File: config.mk
export PLATFORM = sky130hd
export DESIGN_NAME = trap_ctrl_flat
export DESIGN_NICKNAME = d
export VERILOG_FILES = /design/src/rtl/trap_ctrl_if.sv /design/src/rtl/trap_ctrl.sv /design/src/flat_wrapper.sv
export SDC_FILE = /design/constraint.sdc
export NUM_CORES = 1
export LEC_CHECK = 0
export ABC_CLOCK_PERIOD_IN_PS = 3200
export CORE_AREA = 2 2 131 133
export CTS_BUF_LIST = sky130_fd_sc_hd__clkbuf_8
export DETAILED_ROUTE_END_ITERATION = 8
export DIE_AREA = 0 0 133 135
export PLACE_DENSITY = 0.7
export SLEW_MARGIN = 10
export SYNTH_ARGS = -nofsm -noshare
export SYNTH_HDL_FRONTEND = slang
export SYNTH_SLANG_ARGS = --single-unit
File: constraint.sdc
create_clock -name clk_i -period 3.2 [get_ports clk_i]
set_clock_uncertainty 0.05 [all_clocks]
set_input_delay 0.32 -clock clk_i [delete_from_list [all_inputs] [get_ports clk_i]]
set_output_delay 0.32 -clock clk_i [all_outputs]
set_load 0.05 [all_outputs]
File: src/rtl/trap_ctrl_if.sv
// Bus bundle between the write-back stage, the CSR file and fetch, and the trap sequencer.
// The WB/CSR side drives it through "master"; trap_ctrl uses the "slave" modport.
interface trap_ctrl_if #(
  parameter int XLEN = 32
);
  logic            valid_i;
  logic [XLEN-1:0] pc_i;
  logic [31:0]     instruction_i;
  logic [XLEN-1:0] fault_addr_i;
  logic            e_inst_addr_mis_i;
  logic            e_illegal_inst_i;
  logic            e_ld_addr_mis_i;
  logic            e_st_addr_mis_i;
  logic            is_mret_i;
  logic            xint_meip_i;
  logic            xint_mtip_i;
  logic            xint_msip_i;
  logic [XLEN-1:0] mie_i;
  logic            mstatus_mie_i;
  logic [XLEN-1:0] mtvec_i;
  logic [XLEN-1:0] mepc_i;

  logic            trap_we_o;
  logic [XLEN-1:0] mcause_o;
  logic [XLEN-1:0] mepc_o;
  logic [XLEN-1:0] mtval_o;
  logic            mret_o;
  logic            flush_o;
  logic            redirect_o;
  logic [XLEN-1:0] target_o;
  logic            busy_o;

  modport master (
    output valid_i, pc_i, instruction_i, fault_addr_i,
           e_inst_addr_mis_i, e_illegal_inst_i, e_ld_addr_mis_i, e_st_addr_mis_i,
           is_mret_i, xint_meip_i, xint_mtip_i, xint_msip_i,
           mie_i, mstatus_mie_i, mtvec_i, mepc_i,
    input  trap_we_o, mcause_o, mepc_o, mtval_o, mret_o,
           flush_o, redirect_o, target_o, busy_o
  );

  modport slave (
    input  valid_i, pc_i, instruction_i, fault_addr_i,
           e_inst_addr_mis_i, e_illegal_inst_i, e_ld_addr_mis_i, e_st_addr_mis_i,
           is_mret_i, xint_meip_i, xint_mtip_i, xint_msip_i,
           mie_i, mstatus_mie_i, mtvec_i, mepc_i,
    output trap_we_o, mcause_o, mepc_o, mtval_o, mret_o,
           flush_o, redirect_o, target_o, busy_o
  );
endinterface

File: src/rtl/trap_ctrl.sv
// Trap/MRET sequencer for WB: prioritises interrupts/exceptions, writes trap CSRs, flushes and redirects.
// Optional macro TRAP_VECTORED_EN: vectored interrupt targets when mtvec.MODE==1.
module trap_ctrl #(
  parameter int XLEN         = 32,
  parameter int FLUSH_CYCLES = 3
) (
  input logic        clk_i,
  input logic        rst_i,
  trap_ctrl_if.slave bus
);
  localparam int CW = (FLUSH_CYCLES > 1) ? $clog2(FLUSH_CYCLES) : 1;

  typedef enum logic [2:0] {IDLE, TRAP, MRET, REDIR, DRAIN} state_e;

  state_e          state_q;
  logic [CW-1:0]   cnt_q;
  logic            trap_we_q, mret_q, flush_q, redirect_q, busy_q;
  logic [XLEN-1:0] mcause_q, mepc_q, mtval_q, target_q;

  logic            int_en, mei, msi, mti, take, is_int, mret_take;
  logic [3:0]      code;
  logic [XLEN-1:0] tval_d, mcause_d, base, vec_tgt;

  // Interrupts outrank every exception; within each group the fixed order below applies.
  always_comb begin
    int_en = bus.valid_i & bus.mstatus_mie_i;
    mei    = int_en & bus.xint_meip_i & bus.mie_i[11];
    msi    = int_en & bus.xint_msip_i & bus.mie_i[3];
    mti    = int_en & bus.xint_mtip_i & bus.mie_i[7];
    take   = 1'b1;
    is_int = 1'b0;
    code   = 4'd0;
    tval_d = '0;
    if (mei) begin
      is_int = 1'b1; code = 4'd11;
    end else if (msi) begin
      is_int = 1'b1; code = 4'd3;
    end else if (mti) begin
      is_int = 1'b1; code = 4'd7;
    end else if (bus.valid_i && bus.e_inst_addr_mis_i) begin
      code = 4'd0; tval_d = bus.fault_addr_i;
    end else if (bus.valid_i && bus.e_illegal_inst_i) begin
      code = 4'd2; tval_d = XLEN'(bus.instruction_i);
    end else if (bus.valid_i && bus.e_ld_addr_mis_i) begin
      code = 4'd4; tval_d = bus.fault_addr_i;
    end else if (bus.valid_i && bus.e_st_addr_mis_i) begin
      code = 4'd6; tval_d = bus.fault_addr_i;
    end else begin
      take = 1'b0;
    end
    mret_take = bus.valid_i & bus.is_mret_i & ~take;
    mcause_d  = {is_int, {(XLEN-5){1'b0}}, code};
  end

  // Vector target is formed from the latched cause one cycle after the trap was taken.
  always_comb begin
    base = {bus.mtvec_i[XLEN-1:2], 2'b00};
`ifdef TRAP_VECTORED_EN
    if (bus.mtvec_i[1:0] == 2'b01 && mcause_q[XLEN-1])
      vec_tgt = base + (XLEN'(mcause_q[3:0]) << 2);
    else
      vec_tgt = base;
`else
    vec_tgt = base;
`endif
  end

  always_ff @(posedge clk_i) begin
    if (rst_i) begin
      state_q    <= IDLE;
      cnt_q      <= '0;
      trap_we_q  <= 1'b0;
      mret_q     <= 1'b0;
      flush_q    <= 1'b0;
      redirect_q <= 1'b0;
      busy_q     <= 1'b0;
      mcause_q   <= '0;
      mepc_q     <= '0;
      mtval_q    <= '0;
      target_q   <= '0;
    end else begin
      trap_we_q  <= 1'b0;
      mret_q     <= 1'b0;
      redirect_q <= 1'b0;
      case (state_q)
        IDLE: begin
          if (take) begin
            state_q   <= TRAP;
            trap_we_q <= 1'b1;
            flush_q   <= 1'b1;
            busy_q    <= 1'b1;
            mcause_q  <= mcause_d;
            mepc_q    <= bus.pc_i;
            mtval_q   <= tval_d;
          end else if (mret_take) begin
            state_q <= MRET;
            mret_q  <= 1'b1;
            flush_q <= 1'b1;
            busy_q  <= 1'b1;
          end
        end
        TRAP: begin
          state_q    <= REDIR;
          redirect_q <= 1'b1;
          target_q   <= vec_tgt;
        end
        MRET: begin
          state_q    <= REDIR;
          redirect_q <= 1'b1;
          target_q   <= bus.mepc_i;
        end
        REDIR: begin
          state_q <= DRAIN;
          cnt_q   <= CW'(FLUSH_CYCLES - 1);
        end
        DRAIN: begin
          if (cnt_q == '0) begin
            state_q <= IDLE;
            flush_q <= 1'b0;
            busy_q  <= 1'b0;
          end else begin
            cnt_q <= cnt_q - 1'b1;
          end
        end
        default: begin
          state_q <= IDLE;
          flush_q <= 1'b0;
          busy_q  <= 1'b0;
        end
      endcase
    end
  end

  assign bus.trap_we_o  = trap_we_q;
  assign bus.mcause_o   = mcause_q;
  assign bus.mepc_o     = mepc_q;
  assign bus.mtval_o    = mtval_q;
  assign bus.mret_o     = mret_q;
  assign bus.flush_o    = flush_q;
  assign bus.redirect_o = redirect_q;
  assign bus.target_o   = target_q;
  assign bus.busy_o     = busy_q;
endmodule

File: src/flat_wrapper.sv
// flat-port wrapper written by rule: the top's interface ports become plain ports
module trap_ctrl_flat 
#(
  parameter int XLEN         = 32,
  parameter int FLUSH_CYCLES = 3
)
  (clk_i, rst_i, bus_valid_i, bus_pc_i, bus_instruction_i, bus_fault_addr_i, bus_e_inst_addr_mis_i, bus_e_illegal_inst_i, bus_e_ld_addr_mis_i, bus_e_st_addr_mis_i, bus_is_mret_i, bus_xint_meip_i, bus_xint_mtip_i, bus_xint_msip_i, bus_mie_i, bus_mstatus_mie_i, bus_mtvec_i, bus_mepc_i, bus_trap_we_o, bus_mcause_o, bus_mepc_o, bus_mtval_o, bus_mret_o, bus_flush_o, bus_redirect_o, bus_target_o, bus_busy_o);
  trap_ctrl_if #(.XLEN(XLEN)) bus_i ();
  input logic clk_i;
  input logic rst_i;
  input wire logic [$bits(bus_i.valid_i)-1:0] bus_valid_i;
  input wire logic [$bits(bus_i.pc_i)-1:0] bus_pc_i;
  input wire logic [$bits(bus_i.instruction_i)-1:0] bus_instruction_i;
  input wire logic [$bits(bus_i.fault_addr_i)-1:0] bus_fault_addr_i;
  input wire logic [$bits(bus_i.e_inst_addr_mis_i)-1:0] bus_e_inst_addr_mis_i;
  input wire logic [$bits(bus_i.e_illegal_inst_i)-1:0] bus_e_illegal_inst_i;
  input wire logic [$bits(bus_i.e_ld_addr_mis_i)-1:0] bus_e_ld_addr_mis_i;
  input wire logic [$bits(bus_i.e_st_addr_mis_i)-1:0] bus_e_st_addr_mis_i;
  input wire logic [$bits(bus_i.is_mret_i)-1:0] bus_is_mret_i;
  input wire logic [$bits(bus_i.xint_meip_i)-1:0] bus_xint_meip_i;
  input wire logic [$bits(bus_i.xint_mtip_i)-1:0] bus_xint_mtip_i;
  input wire logic [$bits(bus_i.xint_msip_i)-1:0] bus_xint_msip_i;
  input wire logic [$bits(bus_i.mie_i)-1:0] bus_mie_i;
  input wire logic [$bits(bus_i.mstatus_mie_i)-1:0] bus_mstatus_mie_i;
  input wire logic [$bits(bus_i.mtvec_i)-1:0] bus_mtvec_i;
  input wire logic [$bits(bus_i.mepc_i)-1:0] bus_mepc_i;
  output wire logic [$bits(bus_i.trap_we_o)-1:0] bus_trap_we_o;
  output wire logic [$bits(bus_i.mcause_o)-1:0] bus_mcause_o;
  output wire logic [$bits(bus_i.mepc_o)-1:0] bus_mepc_o;
  output wire logic [$bits(bus_i.mtval_o)-1:0] bus_mtval_o;
  output wire logic [$bits(bus_i.mret_o)-1:0] bus_mret_o;
  output wire logic [$bits(bus_i.flush_o)-1:0] bus_flush_o;
  output wire logic [$bits(bus_i.redirect_o)-1:0] bus_redirect_o;
  output wire logic [$bits(bus_i.target_o)-1:0] bus_target_o;
  output wire logic [$bits(bus_i.busy_o)-1:0] bus_busy_o;
  assign bus_i.valid_i = bus_valid_i;
  assign bus_i.pc_i = bus_pc_i;
  assign bus_i.instruction_i = bus_instruction_i;
  assign bus_i.fault_addr_i = bus_fault_addr_i;
  assign bus_i.e_inst_addr_mis_i = bus_e_inst_addr_mis_i;
  assign bus_i.e_illegal_inst_i = bus_e_illegal_inst_i;
  assign bus_i.e_ld_addr_mis_i = bus_e_ld_addr_mis_i;
  assign bus_i.e_st_addr_mis_i = bus_e_st_addr_mis_i;
  assign bus_i.is_mret_i = bus_is_mret_i;
  assign bus_i.xint_meip_i = bus_xint_meip_i;
  assign bus_i.xint_mtip_i = bus_xint_mtip_i;
  assign bus_i.xint_msip_i = bus_xint_msip_i;
  assign bus_i.mie_i = bus_mie_i;
  assign bus_i.mstatus_mie_i = bus_mstatus_mie_i;
  assign bus_i.mtvec_i = bus_mtvec_i;
  assign bus_i.mepc_i = bus_mepc_i;
  assign bus_trap_we_o = bus_i.trap_we_o;
  assign bus_mcause_o = bus_i.mcause_o;
  assign bus_mepc_o = bus_i.mepc_o;
  assign bus_mtval_o = bus_i.mtval_o;
  assign bus_mret_o = bus_i.mret_o;
  assign bus_flush_o = bus_i.flush_o;
  assign bus_redirect_o = bus_i.redirect_o;
  assign bus_target_o = bus_i.target_o;
  assign bus_busy_o = bus_i.busy_o;
  trap_ctrl #(.XLEN(XLEN), .FLUSH_CYCLES(FLUSH_CYCLES)) u_core (.clk_i(clk_i), .rst_i(rst_i), .bus(bus_i));
endmodule
=== Word level (Yosys, flattened, before mapping) ===
Cells that the tools add are included.

* Register bits after elaboration: 110
* Bits of input ports: 204
* Word-level logic and storage cells: 84

* $add $sub $neg: 1
* Eq/ne operators: 7
* Multiplexer cells: 38
* Bitwise logic cells: 12
* Reduce and logical (&&, ||, !) cells: 16

{| class="wikitable"
|+ Operators with widths
! operator !! count
|-
| two-way mux 32 bit || 7
|-
| case mux 32 bit (2 select lines) || 1
|-
| two-way mux 4 bit || 6
|-
| two-way mux 1 bit || 16
|-
| two-way mux 3 bit || 4
|-
| case mux 3 bit (4 select lines) || 1
|-
| AND 1 bit || 9
|-
| equality test 3 x 2 -> 1 bit (second input constant) || 2
|-
| AND reduction 2 bit || 3
|-
| OR reduction 3 bit || 2
|-
| logical AND 1 bit || 4
|-
| case mux 2 bit (2 select lines) || 1
|-
| nonzero test 2 bit || 2
|-
| OR reduction 2 bit || 2
|-
| equality test 3 x 1 -> 1 bit (second input constant) || 1
|-
| equality test 3 bit (second input constant) || 1
|-
| zero test 3 bit || 1
|-
| inequality test 3 x 1 -> 1 bit (second input constant) || 1
|-
| NOT 1 bit || 3
|-
| case mux 1 bit (3 select lines) || 1
|-
| AND reduction 3 bit || 1
|-
| zero test 2 bit || 1
|-
| two-way mux 2 bit || 1
|-
| inequality test 2 x 1 -> 1 bit (second input constant) || 1
|-
| other kinds (2) || 2
|}

=== Logic depth before layout (Yosys ltp) ===
Gate-level depths: netlist of the first run.

* Depth in word-level cells: 13
* Mapped depth: 6
* Gate-level depth less buffers: 6

=== Least setup slack after synthesis of the first run ===
Ideal clock, no wire load.

* Path type: reg2reg
* Start point: register u_core.state_q[0]
* End point: register u_core.mcause_q[2] (netlist: u_core.bus.mcause_o[2])
* Setup time: 0.070 ns
* Arrival: 1.547 ns
* Required time: 3.080 ns
* Path slack: 1.533 ns
* Stages on the path, launching flop included: 6
* Period minus slack after synthesis: 1.667 ns
* Cells stage by stage: dfxtp_1 buf_6 or3_4 buf_6 or4_1 a21oi_1

* Cells in the longest elaborated chain, start to end: 2

{| class="wikitable"
|+ Ends and longest elaborated chain
! what !! line !! source
|-
| start, declared || trap_ctrl.sv:15 || <nowiki>state_e state_q;</nowiki>
|-
| start signal, assigned || trap_ctrl.sv:70 || <nowiki>state_q <= IDLE;</nowiki>
|-
| start signal, assigned || trap_ctrl.sv:88 || <nowiki>state_q <= TRAP;</nowiki>
|-
| start signal, assigned || trap_ctrl.sv:96 || <nowiki>state_q <= MRET;</nowiki>
|-
| zero test 3 bit || trap_ctrl.sv:85 || <nowiki>case (state_q)</nowiki>
|-
| AND reduction 2 bit (no source line) || n/a ||
|-
| end signal, assigned || trap_ctrl.sv:92 || <nowiki>mcause_q <= mcause_d;</nowiki>
|-
| end, declared || trap_ctrl.sv:18 || <nowiki>logic [XLEN-1:0] mcause_q, mepc_q, mtval_q, target_q;</nowiki>
|}

No other way between the ends.
A chain may end at the register's enable or synchronous reset.

=== Worst setup path after layout of the first run ===
* Start point: register u_core.state_q[2]
* End point: register u_core.mtval_q[30] (netlist: u_core.bus.mtval_o[30])

* Cells in the longest elaborated chain, start to end: 2

{| class="wikitable"
|+ Ends and longest elaborated chain
! what !! line !! source
|-
| zero test 3 bit || trap_ctrl.sv:85 ||
|-
| AND reduction 2 bit (no source line) || n/a ||
|-
| end signal, assigned || trap_ctrl.sv:94 || <nowiki>mtval_q <= tval_d;</nowiki>
|-
| end, declared || trap_ctrl.sv:18 ||
|}

No other way between the ends.

==> results of run 1 <==
[worst max-delay path: cells and delay by family (launching register included)]
kind,cells,cell delay [ns]
and+or+nand+nor,3,1.08
DFF,1,0.48
buffers and inverters,1,0.34
AOI/OAI and AO/OA,1,0.20
[power by group]
group | internal (mW) | total, mW | switching, mW
registers | 1.52 | 1.60 | 0.0874
clock network | 0.328 | 0.816 | 0.487
logic | 0.648 | 1.73 | 1.08
[synth_stat cells (2+ instances only)]
cell	instances
dfxtp_1	109
a22o_1	64
a21oi_1	43
nor2_1	41
o21ai_0	36
buf_4	33
a211oi_1	32
nand3_1	32
mux2i_1	30
clkbuf_1	29
buf_2	9
nand2_1	9
inv_1	5
buf_1	4
a22oi_1	2
buf_6	2
nor2b_1	2
nor3_1	2
nor4b_1	2
o21ai_1	2
or4_1	2
[kinds of logic after synthesis]
group | count (synthesis)
AO/OA/AOI/OAI | 188
flip-flops | 109
AND/OR/NAND/NOR | 99
buffers and inverters | 82
multiplexers | 30
adder cells (fa/ha/maj) | 1
other | 1
XOR/XNOR | 1
[metrics by stage]
stage	instance area, µm²	worst slack [ns]
detailed placement	7580	0.807
finish	7760	0.939
global placement	7580	0.813
floorplan	4850	1.53
global route	7760	0.793
CTS	7760	0.939
[per-layer routing]
metal / up-vias / wire, µm / share of wire
met2: 198 / 6930 / 0.46
met5: - / 0 / 0
met4: 0 / 389 / 0.026
li1: 2311 / - / -
met3: 23 / 1380 / 0.092
met1: 2127 / 6300 / 0.42
[registers in the layout, indices dropped and copies added, names as in the netlist]
| name | count |
|---|---|
| u_core.bus.mcause_o | 4 |
| u_core.state_q | 3 |
| u_core.bus.mret_o | 1 |
| u_core.bus.redirect_o | 1 |
| u_core.cnt_q | 2 |
| u_core.bus.target_o | 32 |
| u_core.bus.mtval_o | 32 |
| u_core.bus.flush_o | 1 |
| u_core.bus.mepc_o | 32 |
| u_core.bus.trap_we_o | 1 |
[cell type report]
cell class | instances | area (µm²) | share of cell area
Tap cell | 220 | 275 | 0.0354
Clock buffer | 11 | 151 | 0.0195
Sequential cell | 109 | 2180 | 0.281
Multi-Input combinational cell | 346 | 2230 | 0.287
Inverter | 5 | 18.8 | 0.00242
Timing Repair Buffer | 289 | 2870 | 0.370
Clock inverter | 5 | 32.5 | 0.00419
[how the worst max path moves through the flow]
stage	endpoint	slack [ns]	cells past startpoint
finish	u_core.bus.mtval_o[30]	0.94	5
global route	u_core.bus.mtval_o[16]	0.79	5
CTS	u_core.bus.mtval_o[30]	0.94	5
detailed placement	u_core.bus.mcause_o[3]	0.81	6
global placement	u_core.bus.mcause_o[3]	0.81	6
floorplan	u_core.bus.mcause_o[2]	1.53	5
==> flow_metrics.py, run 1 <==
metrics = {
    "timing": {
        "hold_violations": 0,
        "fin_hold_ws_ns": 0.414,
        "slew_headroom": 0.561,
        "setup_tns_ns": 0,
        "worst_slew_pin_slew_ns": 0.656,
        "period_needed_ns": 2.26,
        "setup_viol": 0,
        "finalCritPeriodShare": 0.706,
        "drv_slew": 0,
        "fmax_mhz": 442,
        "rsz0062_at_grt": "false",
    },
    "synthesis": {
        "synth-compound-area-share": 0.275,
        "ys_seq_elements": 109,
        "synthXorXnorAreaFrac": 0.00184,
        "synth_top_family_by_area": "compound AO/OA/AOI/OAI gates",
        "synth_mux_area_frac": 0.0632,
        "synth_edf_count": 0,
        "synthAdderAreaFrac": 0.00263,
        "yosys_warnings": 0,
        "synth.area.top_cells": "dfxtp_1 46%, a22o_1 12%, mux2i_1 6.3%",
        "yosysTopAreaCell": "dfxtp_1",
        "synth-simple-area-share": 0.101,
        "synth_top_area_share": 0.459,
        "yosys.cell_types.count": 42,
        "syn_area_per_cell_um2": 9.30,
        "async_reset_ff_frac": 0,
        "synth_ff_type": "dfxtp_1",
        "synth.cell_area_mm2": 0.00475,
        "postSynthCellCount": 511,
        "ys_seq_area_frac": 0.459,
    },
    "placed_design": {
        "post-place-cells": 969,
        "place_congestion": 0.759,
        "dp_hpwl_um": 10900,
        "port_buffers": 278,
    },
    "power": {
        "power.density_mw_per_mm2": 534,
        "p_leak_nw": 2.83,
        "irDropWorstVdd_mv": 0.266,
        "p_total_mw": 4.15,
    },
    "final_layout": {
        "antenna_cells": 0,
        "drive_gt1_frac": 0.0484,
        "final_common_cell": "clkdlybuf4s50_1",
        "fin_cells": 985,
        "syn2layout_area_growth_pct": 63.4,
        "nets": 965,
        "nFillCells": 1564,
        "post-route-util": 0.473,
        "final_cell_mix": "277 x clkdlybuf4s50_1, 109 x dfxtp_1, 64 x a22o_1",
    },
    "route": {
        "wl_um": 15000,
        "first_pass_iters": 4,
        "via_per_inst": 4.73,
        "wire_per_inst_um": 15.2,
        "drc": 0,
        "ant_nets": 0,
        "drt_iter0_drc": 175,
        "vias": 4659,
    },
    "worst_setup_path": {
        "crit_path_start_kind": "flop",
        "crit_required_ns": 3.47,
        "worstRegToRegCells": 5,
        "rr_startpoint": "u_core.state_q[2]",
        "worst_setup_path_end_kind": "flop",
        "r2r-end": "u_core.bus.mtval_o[30]",
        "path_max_fanout": 40,
        "crit_chain": "or3_4, or2_1, nor3_4, buf_4, a22o_1",
        "critPathLaunch": "u_core.state_q[2]",
        "arrival_ns": 2.53,
        "crit_type": "flop to flop",
        "crit_slowest_cell": "or3_4",
        "r2r_setup_slack_ns": 0.94,
        "max_stage_delay_ns": 0.63,
    },
    "worst_hold_path": {
        "hold_path_class": "primary input to flop",
        "min_to": "u_core.bus.target_o[1]",
        "hold_path_startpoint": "rst_i",
        "hold-path-cell-count": 2,
    },
    "floorplanning": {
        "initial_utilization": 0.290,
        "die_w_um": 133,
        "core_mm2": 0.0164,
        "rows": 47,
        "die_y_um": 135,
        "ioPinCount": 337,
        "dieArea_mm2": 0.0180,
    },
    "global_routing": {
        "grt_start_max_net_pins": 61,
        "grt_antenna_before_repair": 0,
        "met3_usage": 0.0548,
        "grt_util_all_layers": 0.161,
        "grt_use_met1": 0.194,
        "grt_busiest_layer": "met2",
        "grt_pass1_vias": 4308,
        "overflow": 0,
        "met2_usage": 0.261,
        "grt_pass1_wl_um": 23000,
    },
    "run": {
        "max-cap-violations": 0,
    },
    "clock_network": {
        "cts.sinks": 109,
        "ctsResizeCount": 0,
        "tritoncts": "done",
        "ctsHoldBuffers": 0,
        "clock_path_buffers": 2,
        "cts_root_buf": "clkbuf_8",
        "insertion_delay_ns": 0.38,
        "clk_pin_slew_ns": 0.11,
        "htree_levels": 3,
        "cts_buffers": 9,
        "post-cts-setup-buffers": 0,
    },
    "run_status": {
        "outcome": "finished, final reports clean",
    },
}
(Power assumes the default switching activity.)
==> inputs of run 2 (changes only) <==
--- a/config.mk
+++ b/config.mk
@@ -5,12 +5,12 @@
 export SDC_FILE = /design/constraint.sdc
 export NUM_CORES = 1
 export LEC_CHECK = 0
-export ABC_CLOCK_PERIOD_IN_PS = 3200
+export ABC_CLOCK_PERIOD_IN_PS = 1900
 export CORE_AREA = 2 2 131 133
 export CTS_BUF_LIST = sky130_fd_sc_hd__clkbuf_8
 export DETAILED_ROUTE_END_ITERATION = 8
 export DIE_AREA = 0 0 133 135
-export PLACE_DENSITY = 0.7
+export PLACE_DENSITY = 0.73
 export SLEW_MARGIN = 10
 export SYNTH_ARGS = -nofsm -noshare
 export SYNTH_HDL_FRONTEND = slang
==> constraint.sdc (replaced) <==
create_clock -name clk_i -period 1.9 [get_ports clk_i]
set_clock_uncertainty 0.05 [all_clocks]
set_input_delay 0.19 -clock clk_i [delete_from_list [all_inputs] [get_ports clk_i]]
set_output_delay 0.19 -clock clk_i [all_outputs]
set_load 0.05 [all_outputs]
==> run 2 against run 1 <==
Compared with the run above: non-clock buffer count grew 25; total power increased by 72%; final cell count grew 2.6%; routed wire length is 3.6% higher; hold slack worse by 0.12 ns; first-iteration DRC count up 18%; sequential cell count unchanged; sequential power up 68%; combinational power is 78% higher; register-to-register slack got worse by 0.84 ns; via count increased by 2.6%; setup slack worse by 0.87 ns; critical endpoint is now u_core.bus.mcause_o[3].
==> flow_metrics.py, run 2 (synthesized netlist as in run 1, its figures left out) <==
metrics = {
    "placed_design": {
        "port_buffers": 278,
        "place_congestion": 0.760,
        "dp_hpwl_um": 11300,
        "dp_slack_ns": -0.638,
    },
    "timing": {
        "rsz0062_at_grt": "false",
        "setup_viol": 0,
        "drv_slew": 0,
        "finalCritPeriodShare": 0.966,
        "slew_headroom": 0.549,
        "fmax_mhz": 545,
        "setup_ws_ns": 0.0653,
        "worst_slew_pin_slew_ns": 0.671,
        "hold_violations": 0,
        "period_needed_ns": 1.83,
    },
    "clock_network": {
        "cts_root_buf": "clkbuf_8",
        "clock_path_buffers": 2,
        "htree_levels": 3,
        "cts_buffers": 9,
        "cts.sinks": 109,
        "tritoncts": "done",
        "ctsHoldBuffers": 0,
        "insertion_delay_ns": 0.37,
        "clk_pin_slew_ns": 0.11,
    },
    "worst_setup_path": {
        "crit_type": "primary input to flop",
        "crit_path_start_kind": "primary input",
        "crit_chain": "clkdlybuf4s50_1, buf_4, nand2_1, buf_4, o211a_4, buf_12, or4_1, a21oi_1",
        "r2r_setup_slack_ns": 0.10,
        "crit_required_ns": 2.15,
        "max_stage_delay_ns": 0.52,
        "cp_common_cell": "buf_4",
        "worstRegToRegCells": 4,
        "crit_slowest_cell": "clkdlybuf4s50_1",
        "arrival_ns": 2.08,
        "rr_startpoint": "u_core.state_q[2]",
        "r2r-end": "u_core.bus.mcause_o[3]",
        "worst_setup_path_end_kind": "flop",
        "path_max_fanout": 23,
    },
    "final_layout": {
        "nFillCells": 1562,
        "nets": 991,
        "drive_gt1_frac": 0.0847,
        "post-route-util": 0.492,
        "final_cell_mix": "272 x clkdlybuf4s50_1, 109 x dfxtp_1, 64 x a22o_1",
        "final_common_cell": "clkdlybuf4s50_1",
        "antenna_cells": 0,
        "syn2layout_area_growth_pct": 69.8,
        "multiInputGateArea_mm2": 0.00226,
        "seqCellArea_mm2": 0.00218,
    },
    "global_routing": {
        "grt_pass1_wl_um": 23800,
        "grt_util_all_layers": 0.167,
        "grt_start_max_net_pins": 61,
        "grt_antenna_before_repair": 0,
        "grt_pass1_vias": 4547,
        "overflow": 0,
    },
    "floorplanning": {
        "ioPinCount": 337,
        "rows": 47,
        "die_y_um": 135,
        "initial_utilization": 0.290,
        "die_w_um": 133,
        "dieArea_mm2": 0.0180,
        "core_mm2": 0.0164,
    },
    "worst_hold_path": {
        "hold_path_startpoint": "bus_mepc_i[1]",
        "hold-path-cell-count": 3,
        "min_to": "u_core.bus.target_o[1]",
        "hold_path_class": "primary input to flop",
    },
    "route": {
        "first_pass_iters": 6,
        "ant_nets": 0,
        "wire_per_inst_um": 15.4,
        "drc": 0,
        "wl_um": 15500,
        "via_per_inst": 4.73,
        "vias": 4778,
        "drt_iter0_drc": 207,
    },
    "power": {
        "power.density_mw_per_mm2": 887,
        "p_leak_nw": 3.01,
        "irDropWorstVdd_mv": 0.448,
    },
    "run": {
        "max-cap-violations": 0,
    },
    "run_status": {
        "outcome": "finished, final reports clean",
    },
}
[run 2: changes by cell type in the layout (fill, tap and decap cells not counted), sizes merged]
| cell | before | now |
|---|---|---|
| inv | 7 | 5 |
| nor3 | 4 | 5 |
| clkbuf | 11 | 12 |
| clkinv | 3 | 4 |
| clkdlybuf4s50 | 277 | 272 |
| buf | 12 | 40 |
| dlymetal6s2s | 0 | 2 |
[run 2: worst max path at each step]
| stage | start | endpoint | cells past startpoint |
|---|---|---|---|
| final | bus_valid_i | u_core.bus.mcause_o[3] | 8 |
| after global routing | u_core.bus.mepc_o[22] | bus_mepc_o[22] | 1 |
| after global placement | bus_mie_i[3] | u_core.bus.mtval_o[30] | 5 |
| after detailed placement | bus_mie_i[3] | u_core.bus.mtval_o[30] | 5 |
| after floorplan | u_core.state_q[0] | u_core.bus.mcause_o[2] | 5 |
| after CTS | u_core.bus.flush_o | bus_busy_o | 1 |
[run 2: where the power goes]
group / leakage (nW) / switching [mW] / internal (mW)
Sequential: 0.893 / 0.132 / 2.55
Clock: 0.103 / 0.804 / 0.591
Combinational: 2.01 / 1.88 / 1.19
Total: 3.01 / 2.82 / 4.34
[run 2: repair_timing]
action | in CTS | in global routing
buffers inserted | 4 | 0
pin swaps | 2 | 0
cloned | 1 | 0
resized for setup | 2 | 3
setup endpoints to repair | 32 | 3
[run 2: metal layers]
metal / GRT usage / wire length, µm / up-vias
li1: - / - / 2370
met1: 0.205 / 6480 / 2204
met2: 0.281 / 7580 / 190
met3: 0.0492 / 1260 / 14
met4: 0.0526 / 220 / 0
met5: 0 / 0 / -
[run 2: layout make-up]
class,count,share of cell area
inverters,5,0.00233
multi-input cells,347,0.281
clock inverters,4,0.00388
repair buffers,314,0.388
clock buffers,12,0.0205
well taps,220,0.0341
flip-flops and latches,109,0.270
[run 2: critical path: cells and delay by family]
kind	cells	cell delay [ns]
AND/OR/NAND/NOR	2	0.48
buffers and inverters	4	0.99
AO/OA/AOI/OAI	2	0.42
[run 2: through the flow]
stage	hold slack (ns)	setup TNS [ns]	power [mW]	cells	instance area, µm²
floorplan	0.276	0	4.66	537	4850
global placement	0.389	-25.22	5.78	990	7800
detailed placement	0.399	-26.97	5.80	990	7800
CTS	0.272	0	7.23	1011	8060
global route	0.279	0	7.52	1011	8070
finish	0.298	0	7.16	1011	8070
==> inputs of run 3 (changes only) <==
--- a/config.mk
+++ b/config.mk
@@ -11,6 +11,7 @@
 export DETAILED_ROUTE_END_ITERATION = 8
 export DIE_AREA = 0 0 133 135
 export PLACE_DENSITY = 0.73
+export SETUP_SLACK_MARGIN = 0.15
 export SLEW_MARGIN = 10
 export SYNTH_ARGS = -nofsm -noshare
 export SYNTH_HDL_FRONTEND = slang
==> run 3 against run 2 <==
Compared with the run above: hold slack better by 0.0032 ns; clock power is essentially flat; sequential cell count stayed put; die area is the same; final cell count is 0.49% higher; critical path depth shrank 1; total power fell by 1.2%; maximum frequency grew 6.1%; final area is 0.43% lower; setup slack better by 0.11 ns; via count is 0.10% higher.
==> flow_metrics.py, run 3 (synthesized netlist as in run 1, its figures left out) <==
metrics = {
    "floorplanning": {
        "core_mm2": 0.0164,
        "die_w_um": 133,
        "die_y_um": 135,
        "rows": 47,
        "initial_utilization": 0.290,
        "dieArea_mm2": 0.0180,
        "ioPinCount": 337,
    },
    "power": {
        "p_comb_frac": 0.424,
        "irDropWorstVdd_mv": 0.428,
        "power_frac_clock": 0.197,
        "p_int_mw": 4.23,
        "p_sw_mw": 2.84,
        "power.density_mw_per_mm2": 880,
        "p_leak_nw": 3.45,
        "p_total_mw": 7.07,
        "pwr-share-seq": 0.378,
        "netSwitchingFraction": 0.401,
    },
    "route": {
        "vias": 4783,
        "wire_per_inst_um": 15.6,
        "ant_nets": 0,
        "via_per_inst": 4.71,
        "drc": 0,
        "drt_iter0_drc": 229,
        "first_pass_iters": 4,
        "wl_um": 15900,
    },
    "clock_network": {
        "htree_levels": 3,
        "cts.sinks": 109,
        "clk_pin_slew_ns": 0.11,
        "cts_buffers": 9,
        "cts_root_buf": "clkbuf_8",
        "insertion_delay_ns": 0.37,
        "clock_path_buffers": 2,
        "tritoncts": "done",
    },
    "timing": {
        "slew_headroom": 0.555,
        "rsz0062_at_grt": "true",
        "fmax_mhz": 578,
        "finalCritPeriodShare": 0.910,
        "fin_hold_ws_ns": 0.301,
        "setup_viol": 0,
        "hold_violations": 0,
        "setup_tns_ns": 0,
        "period_needed_ns": 1.73,
        "setup_ws_ns": 0.171,
        "worst_slew_pin_slew_ns": 0.664,
        "drv_slew": 0,
    },
    "worst_setup_path": {
        "max_stage_delay_ns": 0.49,
        "crit_chain": "clkdlybuf4s50_1, o41ai_4, buf_4, o211ai_4, a21oi_2, buf_12, a22o_1",
        "crit_type": "primary input to flop",
        "path_buf_inv": 3,
        "arrival_ns": 1.99,
        "crit_required_ns": 2.16,
        "critPathLaunch": "bus_e_ld_addr_mis_i",
        "rr_startpoint": "u_core.state_q[1]",
        "crit_path_start_kind": "primary input",
        "cp_top_family": "buffers and inverters",
        "worst_setup_path_end_kind": "flop",
        "crit_slowest_cell": "clkdlybuf4s50_1",
        "path_max_fanout": 32,
    },
    "placed_design": {
        "dp_hpwl_um": 11300,
        "dp_slack_ns": -0.638,
        "place_congestion": 0.760,
        "post-place-cells": 990,
        "place_area_mm2": 0.00780,
        "port_buffers": 278,
    },
    "final_layout": {
        "post-route-util": 0.490,
        "final_common_cell": "clkdlybuf4s50_1",
        "syn2layout_area_growth_pct": 69.1,
        "fin_cells": 1016,
        "final_cell_mix": "170 x clkdlybuf4s50_1, 108 x dfxtp_1, 104 x dlygate4sd2_1",
        "fin_area_mm2": 0.00804,
        "antenna_cells": 0,
        "drive_gt1_frac": 0.0930,
        "nets": 996,
    },
    "global_routing": {
        "overflow": 0,
        "grt_util_all_layers": 0.167,
        "grt_pass1_wl_um": 23900,
        "grt_antenna_before_repair": 0,
        "grt_pass1_vias": 4553,
        "grt_start_max_net_pins": 61,
    },
    "run": {
        "max-cap-violations": 0,
    },
    "worst_hold_path": {
        "hold_path_class": "primary input to flop",
        "hold_path_startpoint": "bus_mepc_i[1]",
    },
    "run_status": {
        "outcome": "finished, final reports clean",
    },
}
run 3: cell types whose count changed in the layout (fill, tap and decap cells not counted), sizes merged:
cell	delta
buf	+3
clkdlybuf4s50	-102
dlymetal6s2s	-2
dlygate4sd2	+104
clkbuf	+2
run 3: power groups by stage:
| stage | combinational, mW | clock [mW] | sequential (mW) |
|---|---|---|---|
| after floorplan | 1.04 | 0 | 3.62 |
| after global placement | 3.05 | 0 | 2.73 |
| final | 3.00 | 1.40 | 2.68 |
| after CTS | 2.93 | 1.45 | 2.68 |
| after detailed placement | 3.06 | 0 | 2.74 |
| after global routing | 3.19 | 1.54 | 2.71 |
run 3: layout make-up:
| class | instances | area [µm²] |
|---|---|---|
| fill | 1611 | 8370 |
| clock buffer | 12 | 165 |
| sequential | 109 | 2180 |
| multi-input combinational | 347 | 2280 |
| tap | 220 | 275 |
| timing repair buffer | 319 | 3080 |
| inverter | 5 | 18.8 |
| clock inverter | 4 | 31.3 |
run 3: path summary, 6_finish.rpt:
path | endpoint | slack, ns | cells after the start
max | u_core.bus.mtval_o[18] | 0.17 | 7
min | u_core.bus.target_o[1] | 0.30 | 3
max reg2reg | u_core.bus.mtval_o[30] | 0.18 | 5
min reg2reg | u_core.cnt_q[1] | 0.41 | 2
run 3: layer usage:
metal | part of all wire | track usage | wire, µm
met2 | 0.48 | 0.283 | 7690
met3 | 0.075 | 0.0473 | 1190
met4 | 0.014 | 0.0526 | 219
met1 | 0.43 | 0.207 | 6760
met5 | 0 | 0 | 0
run 3: worst reg2reg max path: stages (launching register included):
cell and delay, ns:
dfxtp_2 0.34, or3_4 0.42, or2_4 0.31, nor3_4 0.22, buf_12 0.17, a22o_1 0.15
run 3: what timing repair did:
action | CTS | global route
pin swaps | 2 | 3
hold buffers | 0 | 0
endpoints found under the setup margin | 137 | 38
hold endpoints to repair | 0 | 0
cloned | 1 | 2
setup buffers | 4 | 3
gates resized for setup | 108 | 5
==> RTL change 1 (flow settings as in run 1) <==
The 5 states of `state_e` get a one-hot encoding in 5 bits.
--- a/src/rtl/trap_ctrl.sv
+++ b/src/rtl/trap_ctrl.sv
@@ -10,7 +10,7 @@
 );
   localparam int CW = (FLUSH_CYCLES > 1) ? $clog2(FLUSH_CYCLES) : 1;
 
-  typedef enum logic [2:0] {IDLE, TRAP, MRET, REDIR, DRAIN} state_e;
+  typedef enum logic [4:0] {IDLE = 5'b00001, TRAP = 5'b00010, MRET = 5'b00100, REDIR = 5'b01000, DRAIN = 5'b10000} state_e;
 
   state_e          state_q;
   logic [CW-1:0]   cnt_q;
Behaviour: no difference found for any inputs over 4 cycles, from zero or initial values and one cycle with rst_i high; so few cycles prove little.
==> RTL change 1 against run 1 <==
Sequential cell count rose by 2. Cell area rose by 0.97%. Sequential share of layout area rose by 0.24 points. Area after synthesis rose by 1.1%. Setup slack improved by 0.061 ns. Die area did not move. Total power rose by 2.2%. Synthesized cell count rose by 1.8%. Utilization rose by 0.46 points. Via count rose by 2.1%. Routed wire length rose by 0.25%. Highest routed layer unchanged. Worst hold slack improved by 0.0081 ns.
==> RTL change 1: results (changes against run 1) <==
| Metric | Value |
|---|---|
| Status | complete, no violations (unchanged) |
| Critical-path maximum fanout | 16 (was 40) |
| GPL Wtd Cong | 0.7298 (was 0.7588) |
| Sw frac | 0.3995 (was 0.3994) |
| Postcts setup bufs | 0 (unchanged) |
| Largest net degree at the start of global routing | 42 (was 61) |
| Maximum clock insertion buffer count | 2 (unchanged) |
| Commonest register cell after synthesis | dfxtp_1 (unchanged) |
| Share of cells above drive strength 1 | 0.04768 (was 0.04837) |
| Cts repair resizes | 0 (unchanged) |
| Clk Latency, worst-skew pair | 0.37 ns |
| N_diodes | 0 (unchanged) |
| Seq/Total Area, Yosys | 0.4627 (was 0.4592) |
| DR pass1 iterations | 4 (unchanged) |
| WL per Instance | 15.10 um (was 15.23 um) |
| Hold Path Class | reg -> reg (was in -> reg) |
| Slew headroom | 0.3818 (was 0.5612) |
| Initial antenna violation count | 0 (unchanged) |
| Htree depth | 3 (unchanged) |
| CTS Buf Count | 9 (unchanged) |
| Reg clk slew, reported paths | 0.11 ns (about the same) |
| Root Driver | clkbuf_8 (unchanged) |
| Worst vdd ir | 0.2691 mV (was 0.2664 mV) |
| Global-route wire length before repair | 23,600 um (was 22,990 um) |
| Synth unique cells | 41 (was 42) |
| Worst EP arrival | 2.46 ns (was 2.53 ns) |
| DR iter-0 viols | 168 (was 175) |
| Post-Place Setup Slack | 0.6334 ns (was 0.8072 ns) |
| DP Wirelength | 10,850 um (was 10,930 um) |
| Vias in the first global route | 4,531 (was 4,308) |
| Via/cell ratio | 4.778 (was 4.730) |
| Port bufs | 278 (unchanged) |
| # nets final | 976 (was 965) |
| Filler cells | 1,534 (was 1,564) |
| Commonest cells post-synth | 111 x dfxtp_1, 41 x nor2_1, 38 x o21ai_0 (was 109 x dfxtp_1, 64 x a22o_1, 43 x a21oi_1) |
| GRT Overall Usage | 0.1639 (was 0.1609) |
| P_leak | 2.677 nW (was 2.832 nW) |
| Synth Warn # | 0 (unchanged) |
| Area contributors post-synth | dfxtp_1 46%, mux2i_1 6.5%, o2bb2ai_1 5.8% (was dfxtp_1 46%, a22o_1 12%, mux2i_1 6.3%) |
| Async set-reset flop share out of synthesis | 0 (unchanged) |
==> RTL change 1: cell types whose count changed after synthesis, moves of 3 or more <==
cell,before,now
a21oi_1,43,37
a22oi_1,2,35
a22o_1,64,0
o2bb2ai_1,0,32
nand2b_1,0,3
nor3_1,2,7
==> RTL change 1: final timing paths <==
check	startpoint	end	cells past startpoint	slack, ns
setup / recovery	bus_valid_i	u_core.bus.mcause_o[3]	5	1.0
hold / removal	u_core.bus.mtval_o[12]	u_core.bus.mtval_o[12]	1	0.42
setup reg to reg	u_core.state_q[4]	u_core.bus.target_o[15]	4	1.05
hold reg to reg	u_core.bus.mtval_o[12]	u_core.bus.mtval_o[12]	1	0.42
==> RTL change 1: kinds of logic after synthesis <==
kind of cell / Yosys count / share of synthesized area
DFF: 111 / 0.4627
other: 1 / 0.0007809
buffers and inverters: 80 / 0.08989
xor gates and xnor gates: 2 / 0.003648
muxes: 31 / 0.06462
and+or+nand+nor: 108 / 0.1084
adders and majority gates: 1 / 0.002605
AOI/OAI and AO/OA: 186 / 0.2673
==> RTL change 1: layout make-up <==
type | count | share of cell area
Inverter | 4 | 0.001915
Clock buffer | 9 | 0.01580
Sequential cell | 111 | 0.2834
Timing Repair Buffer | 290 | 0.3674
Multi-Input combinational cell | 355 | 0.2871
Tap cell | 220 | 0.03511
Clock inverter | 7 | 0.009256
==> RTL change 1: power by group through the flow <==
| stage | logic, mW | registers, mW | clock network [mW] |
|---|---|---|---|
| 6_report | 1.75 | 1.62 | 0.860 |
| 5_1_grt | 1.87 | 1.65 | 0.957 |
| 4_1_cts | 1.77 | 1.63 | 0.903 |
| 3_5_place_dp | 1.76 | 1.66 | 0 |
| 3_3_place_gp | 1.76 | 1.65 | 0 |
| 2_1_floorplan | 0.622 | 2.16 | 0 |
==> RTL change 1: worst max-delay path: stages <==
cell	delay, ns
clkdlybuf4s50_1	0.70
nand4_1	0.29
o211a_1	0.42
or4_1	0.58
a21oi_1	0.14
==> RTL change 1: per-stage QoR <==
| step | std cells | area, um2 | utilization |
|---|---|---|---|
| after floorplan | 546 | 4900 | - |
| after global placement | 980 | 7644 | 0.4659 |
| after detailed placement | 980 | 7644 | 0.4659 |
| after CTS | 996 | 7840 | 0.4778 |
| after global routing | 996 | 7840 | 0.4778 |
| final | 996 | 7840 | 0.4778 |
==> RTL change 1: metal layers <==
layer,global-route usage,part of all wire
met5,0,0
met4,0.05317,0.014
met3,0.04730,0.073
met2,0.2758,0.49
met1,0.2025,0.43
==> RTL change 2 (settings of run 1) <==
Without the edit above. Add a define of `TRAP_VECTORED_EN`.
--- a/src/rtl/trap_ctrl.sv
+++ b/src/rtl/trap_ctrl.sv
@@ -1,5 +1,7 @@
 // Trap/MRET sequencer for WB: prioritises interrupts/exceptions, writes trap CSRs, flushes and redirects.
 // Optional macro TRAP_VECTORED_EN: vectored interrupt targets when mtvec.MODE==1.
+`define TRAP_VECTORED_EN
+
 module trap_ctrl #(
   parameter int XLEN         = 32,
   parameter int FLUSH_CYCLES = 3
Formal check against the unedited RTL: not equivalent (a bounded check fails within 4 cycles, from zero or initial values and one cycle with rst_i high).
==> RTL change 2 against run 1 <==
Setup slack lost 0.42 ns. Cell area grew 7.7%. Global-route usage grew 3.7 points. Worst hold slack worse by 0.050 ns. Routed wire length rose by 23%. Total power decreased by 3.5%. Area after synthesis is 11% higher. Via count up 19%. Sequential cell count unchanged. Sequential share of layout area decreased by 2.0 points.
==> RTL change 2: results (changes against run 1) <==
| Metric | Value |
|---|---|
| Crit Reg-Reg Endpoint | u_core.bus.target_o[26] (was u_core.bus.mtval_o[30]) |
| Slowest Stage Delay on Critical Path | 0.67 ns (was 0.63 ns) |
| Synth unique cells | 47 (was 42) |
| Met3 WL | 1467 um (was 1380 um) |
| Seq/Total Area, Yosys | 0.4133 (was 0.4592) |
| Final Non-Filler Cells | 1,115 (was 985) |
| DP Wirelength | 13,600 um (was 10,930 um) |
| Post-synthesis mux area share | 0.001896 (was 0.06319) |
| Share of cells above drive strength 1 | 0.04358 (was 0.04837) |
| Compound-cell area share of the yosys netlist | 0.2711 (was 0.2751) |
| Post-Synth Adder-Cell Area | 0.01564 (was 0.002633) |
| Worst vdd ir | 0.1795 mV (was 0.2664 mV) |
| Port bufs | 280 (was 278) |
| Area contributors post-synth | dfxtp_1 41%, a22oi_1 8.2%, nand2_1 6.4% (was dfxtp_1 46%, a22o_1 12%, mux2i_1 6.3%) |
| GPL Wtd Cong | 0.7742 (was 0.7588) |
| Via/cell ratio | 4.971 (was 4.730) |
| P_leak | 2.963 nW (was 2.832 nW) |
| Critical path's slowest cell | or4_1 (was or3_4) |
| Hold WS | 0.3644 ns (was 0.4144 ns) |
| Mean Syn Cell Area | 8.302 um2 (was 9.300 um2) |
| Slew headroom | 0.2645 (was 0.5612) |
| Post-Place Setup Slack | 0.3194 ns (was 0.8072 ns) |
| Largest net degree at the start of global routing | 60 (was 61) |
| Worst-case reg-to-reg path depth | 7 (was 5) |
| Status | complete, no violations (unchanged) |
| Commonest cells post-synth | 109 x dfxtp_1, 90 x nand2_1, 58 x a22oi_1 (was 109 x dfxtp_1, 64 x a22o_1, 43 x a21oi_1) |
| Vias in the first global route | 5,361 (was 4,308) |
## RTL change 2: cell types whose count changed in the layout (fill, tap and decap cells not counted), moves of 7 or more
| cell | change |
|---|---|
| nor2_1 | +9 |
| or4_1 | +7 |
| mux2i_1 | -29 |
| o22ai_1 | +17 |
| xnor2_1 | +12 |
| a22o_1 | -32 |
| a21oi_1 | +8 |
| nand3_1 | -22 |
| o21ai_0 | -26 |
| o211ai_1 | +22 |
| a211oi_1 | -28 |
| a22oi_1 | +56 |
| nand2_1 | +80 |
## RTL change 2: area by class of cell
type,instances,area [um2]
tap,220,275.3
clock inverter,5,42.54
fill,1614,8041
clock buffer,11,151.4
multi-input combinational,469,2783
inverter,7,26.28
timing repair buffer,294,2905
sequential,109,2182
## RTL change 2: worst max path at each step
stage	start	cells after the start	slack [ns]	end
5_1_grt	u_core.bus.mcause_o[0]	7	0.36	u_core.bus.target_o[30]
3_5_place_dp	bus_mtvec_i[2]	8	0.32	u_core.bus.target_o[26]
4_1_cts	u_core.bus.mcause_o[0]	7	0.50	u_core.bus.target_o[26]
6_report	u_core.bus.mcause_o[0]	7	0.52	u_core.bus.target_o[26]
3_3_place_gp	bus_mtvec_i[2]	8	0.37	u_core.bus.target_o[26]
2_1_floorplan	u_core.bus.mcause_o[0]	9	0.41	u_core.bus.target_o[26]
## RTL change 2: where the power goes
group / leakage, nW / switching, mW / internal (mW)
clock network: 0.0961 / 0.513 / 0.334
logic: 1.98 / 0.981 / 0.601
registers: 0.891 / 0.0866 / 1.49
total: 2.96 / 1.58 / 2.42
## RTL change 2: routing by layer
metal / track usage / vias to the layer above
met3: 0.05593 / 21
met4: 0.06511 / 0
met5: 0 / -
li1: - / 2763
met2: 0.3397 / 218
met1: 0.2408 / 2541
